--- src/rtl/uart_pkg.sv ---
// Shared defaults and control-state encoding for the UART receive buffer.
package uart_pkg;

  localparam int DATA_BITS_DEF  = 8;
  localparam int FIFO_DEPTH_DEF = 4;
  localparam int ERR_CNT_W_DEF  = 8;

  // Framing control states, tracking how many data bits are collected.
  typedef enum logic [1:0] {
    ST_IDLE     = 2'd0,
    ST_COLLECT  = 2'd1,
    ST_FULLBYTE = 2'd2
  } rx_state_e;

endpackage

--- src/rtl/rx_fifo.sv ---
// First-word-fall-through byte FIFO: head entry drives rd_data directly
// from storage; a push into a full FIFO is dropped unless a pop frees a slot
// in the same cycle.
module rx_fifo #(
  parameter int DATA_BITS  = 8,
  parameter int FIFO_DEPTH = 4,
  localparam int AW = $clog2(FIFO_DEPTH),
  localparam int CW = AW + 1
) (
  input  logic                 clk,
  input  logic                 rst,
  input  logic                 push_i,
  input  logic [DATA_BITS-1:0] push_data_i,
  input  logic                 pop_req_i,
  output logic [DATA_BITS-1:0] rd_data_o,
  output logic                 rd_valid_o,
  output logic [CW-1:0]        count_o,
  output logic                 drop_o
);

  logic [DATA_BITS-1:0] mem_q [FIFO_DEPTH];
  logic [DATA_BITS-1:0] mem_d [FIFO_DEPTH];
  logic [AW-1:0]        wr_ptr_q, wr_ptr_d;
  logic [AW-1:0]        rd_ptr_q, rd_ptr_d;
  logic [CW-1:0]        count_q, count_d;
  logic                 pop_s, full_s, push_ok_s;

  // Pointer, occupancy and storage next-state; pointers wrap naturally at AW bits.
  always_comb begin
    mem_d     = mem_q;
    wr_ptr_d  = wr_ptr_q;
    rd_ptr_d  = rd_ptr_q;
    count_d   = count_q;
    pop_s     = (count_q != {CW{1'b0}}) && pop_req_i;
    full_s    = (count_q == CW'(FIFO_DEPTH));
    push_ok_s = push_i && (!full_s || pop_s);
    drop_o    = push_i && full_s && !pop_s;
    if (push_ok_s) begin
      mem_d[wr_ptr_q] = push_data_i;
      wr_ptr_d        = wr_ptr_q + AW'(1);
    end else begin
      wr_ptr_d = wr_ptr_q;
    end
    if (pop_s) begin
      rd_ptr_d = rd_ptr_q + AW'(1);
    end else begin
      rd_ptr_d = rd_ptr_q;
    end
    case ({push_ok_s, pop_s})
      2'b10:   count_d = count_q + CW'(1);
      2'b01:   count_d = count_q - CW'(1);
      default: count_d = count_q;
    endcase
  end

  // Storage and pointer registers with synchronous reset.
  always_ff @(posedge clk) begin
    if (rst) begin
      for (int i = 0; i < FIFO_DEPTH; i++) begin
        mem_q[i] <= {DATA_BITS{1'b0}};
      end
      wr_ptr_q <= {AW{1'b0}};
      rd_ptr_q <= {AW{1'b0}};
      count_q  <= {CW{1'b0}};
    end else begin
      mem_q    <= mem_d;
      wr_ptr_q <= wr_ptr_d;
      rd_ptr_q <= rd_ptr_d;
      count_q  <= count_d;
    end
  end

  assign rd_data_o  = mem_q[rd_ptr_q];
  assign rd_valid_o = (count_q != {CW{1'b0}});
  assign count_o    = count_q;

endmodule

--- src/rtl/rx_frame_buffer.sv ---
// UART receive framing: assembles LSB-first data bits, accepts complete
// frames into a FWFT FIFO, and counts rejected frames and overruns.
module rx_frame_buffer
  import uart_pkg::*;
#(
  parameter int DATA_BITS  = DATA_BITS_DEF,
  parameter int FIFO_DEPTH = FIFO_DEPTH_DEF,
  parameter int ERR_CNT_W  = ERR_CNT_W_DEF
) (
  input  logic                            clk,
  input  logic                            rst,
  input  logic                            rx_in,
  input  logic                            shift_en,
  input  logic                            done,
  input  logic                            err,
  input  logic                            rx_ready,
  input  logic                            err_clr,
  output logic [DATA_BITS-1:0]            rx_data,
  output logic                            rx_valid,
  output logic [$clog2(FIFO_DEPTH):0]     fifo_count,
  output logic                            overrun,
  output logic                            overrun_sticky,
  output logic [ERR_CNT_W-1:0]            err_cnt
);

  localparam int BW = $clog2(DATA_BITS + 1);

  rx_state_e            state_q, state_d;
  logic [DATA_BITS-1:0] sr_q, sr_d;
  logic [BW-1:0]        bcnt_q, bcnt_d;
  logic [ERR_CNT_W-1:0] err_cnt_q, err_cnt_d;
  logic                 sticky_q, sticky_d;
  logic                 accept_s, reject_s, push_s, drop_s, frame_end_s;

  // Frame decode: a frame is rejected on err or on done with a short bit count.
  always_comb begin
    frame_end_s = done || err;
    accept_s    = done && !err && (bcnt_q == BW'(DATA_BITS));
    reject_s    = err || (done && (bcnt_q != BW'(DATA_BITS)));
    push_s      = accept_s && !rst;
  end

  // Shift register, bit counter and control state next-state.
  always_comb begin
    sr_d    = sr_q;
    bcnt_d  = bcnt_q;
    state_d = state_q;
    if (shift_en) begin
      sr_d = {rx_in, sr_q[DATA_BITS-1:1]};
    end else begin
      sr_d = sr_q;
    end
    if (frame_end_s) begin
      bcnt_d = {BW{1'b0}};
    end else if (shift_en && (bcnt_q != BW'(DATA_BITS))) begin
      bcnt_d = bcnt_q + BW'(1);
    end else begin
      bcnt_d = bcnt_q;
    end
    case (state_q)
      ST_IDLE: begin
        if (frame_end_s) begin
          state_d = ST_IDLE;
        end else if (shift_en) begin
          state_d = (DATA_BITS == 1) ? ST_FULLBYTE : ST_COLLECT;
        end else begin
          state_d = ST_IDLE;
        end
      end
      ST_COLLECT: begin
        if (frame_end_s) begin
          state_d = ST_IDLE;
        end else if (shift_en && (bcnt_q == BW'(DATA_BITS - 1))) begin
          state_d = ST_FULLBYTE;
        end else begin
          state_d = ST_COLLECT;
        end
      end
      ST_FULLBYTE: begin
        if (frame_end_s) begin
          state_d = ST_IDLE;
        end else begin
          state_d = ST_FULLBYTE;
        end
      end
      default: state_d = ST_IDLE;
    endcase
  end

  // Error counter and overrun flag; a clear coinciding with a new event keeps that event.
  always_comb begin
    err_cnt_d = err_cnt_q;
    sticky_d  = sticky_q;
    if (err_clr) begin
      err_cnt_d = reject_s ? ERR_CNT_W'(1) : {ERR_CNT_W{1'b0}};
      sticky_d  = drop_s;
    end else begin
      if (reject_s && (err_cnt_q != {ERR_CNT_W{1'b1}})) begin
        err_cnt_d = err_cnt_q + ERR_CNT_W'(1);
      end else begin
        err_cnt_d = err_cnt_q;
      end
      sticky_d = sticky_q || drop_s;
    end
  end

  // Framing and counter registers with synchronous reset.
  always_ff @(posedge clk) begin
    if (rst) begin
      state_q   <= ST_IDLE;
      sr_q      <= {DATA_BITS{1'b0}};
      bcnt_q    <= {BW{1'b0}};
      err_cnt_q <= {ERR_CNT_W{1'b0}};
      sticky_q  <= 1'b0;
    end else begin
      state_q   <= state_d;
      sr_q      <= sr_d;
      bcnt_q    <= bcnt_d;
      err_cnt_q <= err_cnt_d;
      sticky_q  <= sticky_d;
    end
  end

  rx_fifo #(
    .DATA_BITS  (DATA_BITS),
    .FIFO_DEPTH (FIFO_DEPTH)
  ) u_rx_fifo (
    .clk         (clk),
    .rst         (rst),
    .push_i      (push_s),
    .push_data_i (sr_q),
    .pop_req_i   (rx_ready),
    .rd_data_o   (rx_data),
    .rd_valid_o  (rx_valid),
    .count_o     (fifo_count),
    .drop_o      (drop_s)
  );

  assign overrun        = drop_s;
  assign overrun_sticky = sticky_q;
  assign err_cnt        = err_cnt_q;

endmodule

--- config.mk ---
export PLATFORM = sky130hd
export DESIGN_NAME = rx_frame_buffer
export DESIGN_NICKNAME = d
export VERILOG_FILES = /design/src/rtl/uart_pkg.sv /design/src/rtl/rx_fifo.sv /design/src/rtl/rx_frame_buffer.sv
export SDC_FILE = /design/constraint.sdc
export NUM_CORES = 1
export LEC_CHECK = 0
export CAP_MARGIN = 15
export CORE_ASPECT_RATIO = 1.2
export CORE_MARGIN = 2
export CORE_UTILIZATION = 60
export DETAILED_ROUTE_END_ITERATION = 12
export MAX_ROUTING_LAYER = met4
export PLACE_DENSITY = 0.84
export SYNTH_ARGS = -nofsm -noshare
export SYNTH_HDL_FRONTEND = slang
export SYNTH_SLANG_ARGS = --single-unit
--- constraint.sdc ---
create_clock -name clk -period 5.05 [get_ports clk]
set_input_delay 0.7575 -clock clk [delete_from_list [all_inputs] [get_ports clk]]
set_output_delay 0.7575 -clock clk [all_outputs]
set_load 0.01 [all_outputs]
==> flow_summary.ini <==
[detailed_routing]
drt_first_pass_iters = 4
drt_first_iter_violations = 121
drt-total-wl_um = 5448
drc = 0
vias = 2021
final_antenna_net_count = 0
vias_per_cell = 5.741
wire_per_inst_um = 15.48

[place]
dp_cells = 337
port_buffers = 29
routabilityCongestion = 0.8085
post-place-ws_ns = 1.608
dpl_cell_area_um2 = 3042
place_hpwl_um = 3473

[timing]
setup_viol = 0
fin_ws_ns = 1.566
fmax_mhz = 287.0
tns_ns = 0
whs_ns = 0.4974
tightest_slew_ns = 0.9377
period_share = 0.6899
relSlewSlack = 0.3749
finalClockSkew_ns = 0.006048
period_needed_ns = 3.484
rsz0062_at_grt = false
slew_violations = 0
hold_viol_final = 0

[synthesis]
synth-async-reset-ratio = 0
syn_inst = 265
ys_ff_latch = 60
synth-seq-area-share = 0.4374
synth_flop_cell = dfxtp_1
syn_avg_cell_area_um2 = 10.36
ys_types = 43
syn_nets = 282
ys_warn_count = 0
synth_area_um2 = 2746
synth_edf_count = 0

[cts]
post_cts_resized = 0
clock-root-buffer = clkbuf_8
clock-sinks = 60
insertion_delay_ns = 0.33
cts_buffers = 9
path_clk_slew_ns = 0.06
cts_buffer_depth = 2
hold_buffers = 0
cts_tree = done
cts_setup_buffers = 0
cts_max_level = 3

[power_and_ir_drop]
power_frac_comb = 0.035
p_leak_nw = 1.401
ir_drop_uv = 210.4
sw_frac_of_total = 0.2165
p_clk_frac = 0.447
p_per_area_nw_per_um2 = 285.9
p_int_mw = 0.7239
p_sw_mw = 0.2000
seq_power_share = 0.518
total_power_mw = 0.9239

[grt]
grt_pass1_wl_um = 9204
grt_overflow = 0
grt_max_degree = 54
track_usage = 0.2466
antenna_found_initial = 0
grt_pass1_vias = 1894

[finish]
layout_common_cells = 60 x dfxtp_1, 53 x nor2_1, 41 x mux2i_1
layoutNonFillerInstCount = 352
area_growth_pct = 17.68
layout-drive-gt1-share = 0.1014
fill_cells = 292
diodes = 0
fin_util = 0.7470
nets = 309
final_common_cell = dfxtp_1
final_cell_area_um2 = 3232

[setup_path]
end_kind = primary output
critical_path.max_fanout = 6
critPathKind = in -> out
r2r_slack_ns = 2.37
worstSetupStartpointType = input port
worst-endpoint-arrival_ns = 2.73
worstPathRequired_ns = 4.29

[floorplan]
dieHeight_um = 78.12
num_io_pins = 30
die_w_um = 65.76
coreArea_um2 = 4327
die-area_um2 = 5137
start_util = 0.6348
rows = 26

[run_status]
status = completed

[flow_run]
drv_cap = 0

[worst_hold_path]
hp-class = reg -> reg
==> per-layer routing <==
metal	global-route usage	wire length (µm)	vias to the layer above
li1	-	-	989
met1	0.3221	2466	969
met2	0.3677	2655	50
met3	0.05587	206	13
met4	0.1063	120	0
met5	-	0	-
==> final timing paths <==
kind / startpoint / to / cells past startpoint
min reg2reg: u_rx_fifo.mem_q[14]$_SDFFE_PP0P_ / u_rx_fifo.mem_q[14]$_SDFFE_PP0P_ / 2
max reg2reg: u_rx_fifo.count_o[0]$_SDFFE_PP0P_ / u_rx_fifo.count_o[2]$_SDFFE_PP0P_ / 8
max: done / overrun / 5
min: u_rx_fifo.mem_q[14]$_SDFFE_PP0P_ / u_rx_fifo.mem_q[14]$_SDFFE_PP0P_ / 2
==> kinds of logic after synthesis <==
logic type,after synthesis,share of synthesized area
mux,49,0.2150
buf+inv,21,0.03280
xor+xnor,8,0.02551
fa+ha+maj,9,0.04374
compound gates,24,0.05604
simple gates,94,0.1895
flops,60,0.4374
==> cell usage after synthesis, types with 2 or more instances <==
cell type | count | area (µm²)
dfxtp_1 | 60 | 1201
nor2_1 | 53 | 198.9
mux2i_1 | 41 | 410.4
nand2_1 | 9 | 33.78
ha_1 | 8 | 100.1
inv_1 | 8 | 30.03
mux4_2 | 8 | 180.2
a21oi_1 | 7 | 35.03
buf_1 | 5 | 18.77
nand3_1 | 5 | 25.02
xor2_1 | 5 | 43.79
clkbuf_1 | 4 | 15.01
nand4_4 | 4 | 85.08
or3_1 | 4 | 25.02
a31oi_1 | 3 | 18.77
and3_1 | 3 | 18.77
buf_2 | 3 | 15.01
nor2b_1 | 3 | 18.77
o21ai_0 | 3 | 15.01
xnor2_1 | 3 | 26.28
and4_1 | 2 | 17.52
nand4_1 | 2 | 12.51
or4_1 | 2 | 15.01
==> registers in the layout (all words and copies together), names as in the netlist <==
signal	flops
u_rx_fifo.mem_q	32
err_cnt	8
sr_q	8
bcnt_q	4
u_rx_fifo.count_o	3
u_rx_fifo.rd_ptr_q	2
u_rx_fifo.wr_ptr_q	2
overrun_sticky	1
==> final cells by class <==
type / count / area, µm² / share of cell area
Clock buffer: 10 / 137.6 / 0.04259
Timing Repair Buffer: 29 / 285.3 / 0.08827
Multi-Input combinational cell: 184 / 1455 / 0.4503
Clock inverter: 5 / 52.55 / 0.01626
Inverter: 8 / 30.03 / 0.009292
Tap cell: 56 / 70.07 / 0.02168
Sequential cell: 60 / 1201 / 0.3717
==> critical path, stage by stage <==
cell and delay (ns):
clkdlybuf4s50_1 0.53, nor3b_4 0.54, nand2_1 0.16, nor2_1 0.14, clkdlybuf4s50_1 0.59
==> power groups by stage <==
stage | Clock [mW] | Sequential (mW) | Combinational (mW)
detailed placement | 0 | 0.489 | 0.0316
global route | 0.440 | 0.479 | 0.0347
floorplan | 0 | 0.489 | 0.0198
global placement | 0 | 0.489 | 0.0311
finish | 0.413 | 0.479 | 0.0319
CTS | 0.420 | 0.479 | 0.0318
No activity file was read; power rests on OpenSTA's default activity.
